==> src/rtl/seq_multiplier.sv <==
// seq_multiplier: shift-and-add multiplier, WIDTH cycles per product; SIGNED_MODE_EN adds tc for two's-complement operands
module seq_multiplier #(
  parameter int WIDTH = 8
) (
  input  logic               clk,
  input  logic               rst,
  input  logic               start,
  input  logic [WIDTH-1:0]   a,
  input  logic [WIDTH-1:0]   b,
`ifdef SIGNED_MODE_EN
  input  logic               tc,
`endif
  output logic               busy,
  output logic               done,
  output logic [2*WIDTH-1:0] product
);
  localparam int CW = $clog2(WIDTH);
  typedef enum logic [1:0] {IDLE, RUN, DONE} state_t;
  state_t             r_state;
  logic [WIDTH-1:0]   r_mcand, r_mplier;
  logic [WIDTH:0]     r_acc;
  logic [CW-1:0]      r_cnt;
  logic               r_busy, r_done;
  logic [2*WIDTH-1:0] r_product;
  logic               w_accept;
  logic [WIDTH:0]     w_sum;
  logic [2*WIDTH-1:0] w_prod, w_result;
  logic [WIDTH-1:0]   w_a_mag, w_b_mag;
`ifdef SIGNED_MODE_EN
  logic               r_sign, w_sign;
  assign w_a_mag  = (tc && a[WIDTH-1]) ? -a : a;
  assign w_b_mag  = (tc && b[WIDTH-1]) ? -b : b;
  assign w_sign   = tc & (a[WIDTH-1] ^ b[WIDTH-1]);
  assign w_result = r_sign ? -w_prod : w_prod;
`else
  assign w_a_mag  = a;
  assign w_b_mag  = b;
  assign w_result = w_prod;
`endif
  assign w_accept = start && (r_state == IDLE || r_state == DONE);
  assign w_sum    = r_acc + (WIDTH+1)'(r_mplier[0] ? r_mcand : '0);
  // {acc, mplier} after this step's right shift, acc's top bit being zero
  assign w_prod   = {w_sum, r_mplier[WIDTH-1:1]};
  assign busy     = r_busy;
  assign done     = r_done;
  assign product  = r_product;
  always_ff @(posedge clk or posedge rst) begin
    if (rst) begin
      r_state   <= IDLE;
      r_mcand   <= '0;
      r_mplier  <= '0;
      r_acc     <= '0;
      r_cnt     <= '0;
      r_busy    <= 1'b0;
      r_done    <= 1'b0;
      r_product <= '0;
`ifdef SIGNED_MODE_EN
      r_sign    <= 1'b0;
`endif
    end else if (w_accept) begin
      r_state  <= RUN;
      r_mcand  <= w_a_mag;
      r_mplier <= w_b_mag;
      r_acc    <= '0;
      r_cnt    <= '0;
      r_busy   <= 1'b1;
      r_done   <= 1'b0;
`ifdef SIGNED_MODE_EN
      r_sign   <= w_sign;
`endif
    end else if (r_state == RUN) begin
      r_acc    <= {1'b0, w_sum[WIDTH:1]};
      r_mplier <= {w_sum[0], r_mplier[WIDTH-1:1]};
      r_cnt    <= r_cnt + 1'b1;
      if (r_cnt == CW'(WIDTH-1)) begin
        r_product <= w_result;
        r_state   <= DONE;
        r_busy    <= 1'b0;
        r_done    <= 1'b1;
      end
    end else begin
      r_state <= IDLE;
      r_done  <= 1'b0;
    end
  end
endmodule

==> config.mk <==
export PLATFORM = sky130hd
export DESIGN_NAME = seq_multiplier
export DESIGN_NICKNAME = d
export VERILOG_FILES = /design/src/rtl/seq_multiplier.sv
export SDC_FILE = /design/constraint.sdc
export NUM_CORES = 1
export LEC_CHECK = 0
export CAP_MARGIN = 20
export CORE_UTILIZATION = 52
export CTS_CLUSTER_SIZE = 14
export DETAILED_ROUTE_END_ITERATION = 6
export PLACE_DENSITY = 0.79
export SYNTH_ARGS = -nofsm -noshare
export SYNTH_HDL_FRONTEND = slang
export SYNTH_SLANG_ARGS = --single-unit
==> constraint.sdc <==
create_clock -name clk -period 2.5 [get_ports clk]
set_clock_uncertainty 0.15 [all_clocks]
set_input_delay 0.25 -clock clk [delete_from_list [all_inputs] [get_ports clk]]
set_output_delay 0.25 -clock clk [all_outputs]
set_load 0.005 [all_outputs]
==> impl_metrics.toml, run 1 <==
[status]
outcome = "finished, final reports clean"

[finish]
drive_gt1_frac = 0.177
area_growth_pct = 22.8
final_common_cell = "dfrtp_1"
n_antenna_cell = 0
stdcell_count = 265
layout_common_cells = "dfrtp_1, clkdlybuf4s50_1, nand2_1"
nNetsFinal = 246
fin_util = 0.667

[critical_path]
crit_type = "flip-flop to flip-flop"
path_cells = "and2_1 -> ha_1 -> fa_2 -> a21oi_2 -> o211ai_1 -> a21oi_2 -> xor2_1 -> o21ai_0"
crit_buf_inv = 0
cp-end-kind = "flip-flop"
cp-start-kind = "flip-flop"
required_ns = 2.53
slowest_delay_ns = 0.47
cpMaxStageDelayCell = "dfrtp_2"
crit_arrival_ns = 2.39
worst-path-max-fanout = 9
crit_family = "compound AO/OA/AOI/OAI gates"
crit_top_cell = "a21oi_2"

[clock_tree]
cts_tree = "yes"
cts_root_buffer = "clkbuf_8"
cts.sinks = 46
cts_buffer_depth = 2
cts.clk_slew.worst_paths_ns = 0.08
cts_max_level = 2
post_cts_buffers = 0
clock_latency_ns = 0.30
cts_buffers = 5

[drt]
num_vias = 1480
drc = 0
avgViaCountPerCell = 5.58
drt-initial-drc-count = 56
wl_per_cell_um = 16.5
wl_um = 4370
ant_nets = 0
first_pass_iters = 4

[die]
start_util = 0.543
ios = 37
dieArea_mm2 = 0.00444
die_w_um = 66.6
num_rows = 23
core_area_mm2 = 0.00400
die_h_um = 66.6

[timing]
period_minus_slack_ns = 2.37
setup_viol = 0
rsz0062_at_grt = "false"
setup_ws_ns = 0.135
finalSetupTns_ns = 0
hold_viol_final = 0
slew_viol_final = 0
worst_pin_slew_ns = 0.787
relSlewSlack = 0.472
period_share = 0.946
fmax_ghz = 0.423

[power]
power_frac_comb = 0.493
sw_frac_of_total = 0.361
vdd_ir_drop_max_uv = 643
p_total_mw = 3.48
pwr-share-clk = 0.127
internal-power_mw = 2.22
p_sw_mw = 1.25
power_density_mw_per_mm2 = 1300
p_leak_nw = 1.21
p_seq_frac = 0.381

[placement]
dp_cells = 259
dp_slack_ns = 0.0371
dpl.hpwl_um = 3070
globalplace.congestion = 0.805
portBuffers = 36

[synthesis]
ys_warn_count = 0
yosysUniqueCellTypes = 30
synth_nets = 206
netlist_instances = 176
yosysTopAreaCellShare = 0.530
synth.avg_cell_area_um2 = 12.3
seq_area_frac_synth = 0.530
syn-cell-area_mm2 = 0.00217
synth_area_leaders = "dfrtp_1, mux2_2, ha_1"
yosysTopAreaCell = "dfrtp_1"
synth_seq_cells = 46

[global_routing]
grt_pass1_wl_um = 7380
grt_max_degree = 27
gr-total-overflow = 0
antenna_found_initial = 0
grt_pass1_vias = 1600
track_usage = 0.230

[min_path]
min_path_type = "primary input to asynchronous set/reset pin"

[run]
maxCapViolCount = 0
-- power groups by stage --
stage / registers (mW) / logic [mW] / clock network (mW)
3_3_place_gp: 1.31 / 1.59 / 0
4_1_cts: 1.32 / 1.70 / 0.454
3_5_place_dp: 1.34 / 1.69 / 0
6_report: 1.32 / 1.71 / 0.441
2_1_floorplan: 1.28 / 1.19 / 0
5_1_grt: 1.37 / 1.91 / 0.477
-- state kept, by name, summed over array words and instances (netlist names) --
name / cells
busy: 1
done: 1
product: 16
r_acc: 8
r_cnt: 3
r_mcand: 8
r_mplier: 8
r_state: 1
-- cells by family (layout without fill, tap and decap cells) --
logic type                 Yosys count  after routing  synth area share
and+or+nand+nor                     45             45             0.111
adders and majority gates           11             11            0.0669
xor gates and xnor gates             6              6            0.0242
DFF                                 46             46             0.530
buffers and inverters                9             48            0.0311
muxes                               21             21             0.116
AOI/OAI and AO/OA                   38             38             0.120
-- per-stage QoR --
step                      cell area [um^2]  hold slack, ns
after floorplan                       2170           0.228
after detailed placement              2570           0.324
after CTS                             2660           0.163
final                                 2670           0.155
after global routing                  2670           0.208
after global placement                2570           0.312
-- path summary, 6_finish.rpt --
path                       slack (ns)          end        start  cells past startpoint
setup / recovery                 0.13     r_acc[5]  r_mplier[0]                      8
hold reg to reg                  0.34         busy         busy                      1
setup reg to reg                 0.13     r_acc[5]  r_mplier[0]                      8
max in group asynchronous        1.51  product[12]          rst                      3
hold / removal                   0.15  r_mplier[7]          rst                      2
min in group clk                 0.34         busy         busy                      1
-- synth_stat cells --
cell,number
a211oi_2,1
a21o_1,2
a21oi_1,6
a22o_1,7
a22oi_1,8
and2_1,8
and2b_1,1
buf_12,1
buf_2,2
buf_4,2
buf_6,1
dfrtp_1,46
fa_1,1
ha_1,10
inv_1,3
mux2_2,17
mux2_4,4
nand2_1,28
nand2_8,1
nor2_1,3
nor2_8,1
nor2b_1,1
nor2b_4,1
o211ai_1,2
o21a_1,1
o21ai_0,9
o21bai_1,2
or2b_1,1
xnor2_1,3
xor2_1,3
-- layer usage --
metal / GRT usage / routed length, um / vias to the layer above
met1: 0.268 / 1760 / 740
met4: 0.104 / 102 / 0
met2: 0.398 / 2340 / 35
met3: 0.0565 / 166 / 12
li1: - / - / 693
met5: 0 / 0 / -
-- worst register-to-register path: cells and delay by family, from the launching register on --
kind                       cells  cell delay (ns)
AOI/OAI and AO/OA              4             0.63
adders and majority gates      2             0.61
DFF                            1             0.47
xor gates and xnor gates       1             0.21
and+or+nand+nor                1             0.18
-- repair_timing --
action	CTS	global route
resized for setup	0	4
hold buffers	0	0
endpoints found under the setup margin	0	5
-- layout make-up --
cell class	count	area, um^2
well taps	50	62.6
inverters	3	11.3
fillers	306	1330
repair buffers	39	395
multi-input cells	121	962
flip-flops and latches	46	1150
clock buffers	6	82.6
(Power assumes the default switching activity.)
==> run 2: changes to the inputs <==
--- a/config.mk
+++ b/config.mk
@@ -9,6 +9,7 @@
 export CORE_UTILIZATION = 52
 export CTS_CLUSTER_SIZE = 14
 export DETAILED_ROUTE_END_ITERATION = 6
+export GPL_TIMING_DRIVEN = 0
 export PLACE_DENSITY = 0.79
 export SYNTH_ARGS = -nofsm -noshare
 export SYNTH_HDL_FRONTEND = slang
==> run 2 against run 1 <==
  * Sequential cell count is the same
  * Clock power grew 53%
  * Total power grew 8.1%
  * Sequential share of layout area shrank 1.8 points
  * Die area is the same
  * Hold slack lost 0.079 ns
  * Non-clock buffer count grew 6
  * Critical path type unchanged
==> impl_metrics.toml, run 2 (synthesized netlist as in run 1, its figures left out) <==
[clock_tree]
cts.sinks = 46
cts_root_buffer = "clkbuf_8"
clock_latency_ns = 0.30
cts.clk_slew.worst_paths_ns = 0.09
cts_buffer_depth = 2
cts_tree = "yes"
cts_max_level = 2
cts_buffers = 5

[finish]
drive_gt1_frac = 0.206
area_growth_pct = 28.1
fillers = 282
largest_reg_flops = 16
layout_common_cells = "dfrtp_1, clkdlybuf4s50_1, nand2_1"
n_antenna_cell = 0
nNetsFinal = 252
final_common_cell = "dfrtp_1"
fin_util = 0.695

[critical_path]
cpMaxStageDelayCell = "dfrtp_2"
cp-end-kind = "flip-flop"
path_cells = "and2_1 -> ha_1 -> fa_1 -> a21oi_2 -> o211ai_1 -> a21oi_2 -> buf_4 -> o21a_1 -> o21ai_0"
required_ns = 2.54
rr_worst_depth = 9
slowest_delay_ns = 0.44
crit_family = "compound AO/OA/AOI/OAI gates"
crit_arrival_ns = 2.41
cp-start-kind = "flip-flop"
path_depth = 9
crit_buf_inv = 1
crit_type = "flip-flop to flip-flop"
worst-path-max-fanout = 4
crit_top_cell = "a21oi_2"

[die]
start_util = 0.543
die_h_um = 66.6
dieArea_mm2 = 0.00444
die_w_um = 66.6
num_rows = 23
ios = 37
core_area_mm2 = 0.00400

[power]
power_density_mw_per_mm2 = 1350
vdd_ir_drop_max_uv = 695
p_total_mw = 3.76
p_leak_nw = 1.27

[drt]
wl_per_cell_um = 15.5
ant_nets = 0
drt-initial-drc-count = 89
wl_um = 4230
drc = 0
first_pass_iters = 4
avgViaCountPerCell = 5.49
num_vias = 1498

[timing]
period_minus_slack_ns = 2.37
setup_viol = 0
rsz0062_at_grt = "false"
worst_pin_slew_ns = 0.352
period_share = 0.947
slew_viol_final = 0
hold_viol_final = 0
fmax_ghz = 0.423
relSlewSlack = 0.765

[status]
outcome = "finished, final reports clean"

[placement]
dpl.hpwl_um = 3010
portBuffers = 36
globalplace.congestion = 0.840

[global_routing]
antenna_found_initial = 0
grt_pass1_wl_um = 6930
grt_pass1_vias = 1452
gr-total-overflow = 0
track_usage = 0.216
grt_max_degree = 32

[run]
maxCapViolCount = 0

[min_path]
min_path_type = "primary input to asynchronous set/reset pin"
-- run 2: what timing repair did --
item,4_1_cts,5_1_grt
setup buffers,0,2
endpoints found under the setup margin,2,5
cloned,0,0
gates resized for setup,1,2
hold buffers,0,0
pin swaps,0,2
-- run 2: layout make-up --
cell class / instances / area, um^2 / area share
Buffer: 6 / 56.3 / 0.0203
Multi-Input combinational cell: 121 / 960 / 0.345
Sequential cell: 46 / 1150 / 0.414
Clock inverter: 2 / 60.1 / 0.0216
Tap cell: 50 / 62.6 / 0.0225
Clock buffer: 6 / 82.6 / 0.0297
Inverter: 3 / 11.3 / 0.00405
Timing Repair Buffer: 39 / 395 / 0.142
-- run 2: worst paths after layout --
path | slack [ns] | to | start
max | 0.13 | product[15] | r_mplier[0]
min | 0.08 | product[14] | rst
max reg2reg | 0.13 | product[15] | r_mplier[0]
min reg2reg | 0.33 | product[13] | product[13]
max in group asynchronous | 1.64 | r_mplier[0] | rst
min in group clk | 0.33 | product[13] | product[13]
-- run 2: per-stage QoR --
stage	instances	setup TNS, ns	setup WS (ns)	area, um^2	hold WS (ns)
floorplan	176	0	0.307	2170	0.228
global placement	262	0	0.0292	2590	0.311
detailed placement	263	-0.00469	-0.00469	2610	0.325
CTS	271	0	0.0211	2760	0.0820
global route	273	0	0.0000921	2780	0.122
finish	273	0	0.133	2780	0.0752
-- run 2: layer usage --
| metal | routed length, um | GRT usage | vias to the layer above |
|---|---|---|---|
| li1 | - | - | 706 |
| met4 | 64 | 0.0904 | 0 |
| met3 | 212 | 0.0479 | 6 |
| met5 | 0 | 0 | - |
| met1 | 1820 | 0.277 | 751 |
| met2 | 2130 | 0.351 | 35 |
-- run 2: where the power goes --
| part | switching [mW] | leakage (nW) | total, mW | internal (mW) |
|---|---|---|---|---|
| Sequential | 0.211 | 0.562 | 1.31 | 1.10 |
| Clock | 0.247 | 0.0714 | 0.673 | 0.426 |
| Combinational | 0.805 | 0.641 | 1.77 | 0.969 |
| Total | 1.26 | 1.27 | 3.76 | 2.50 |
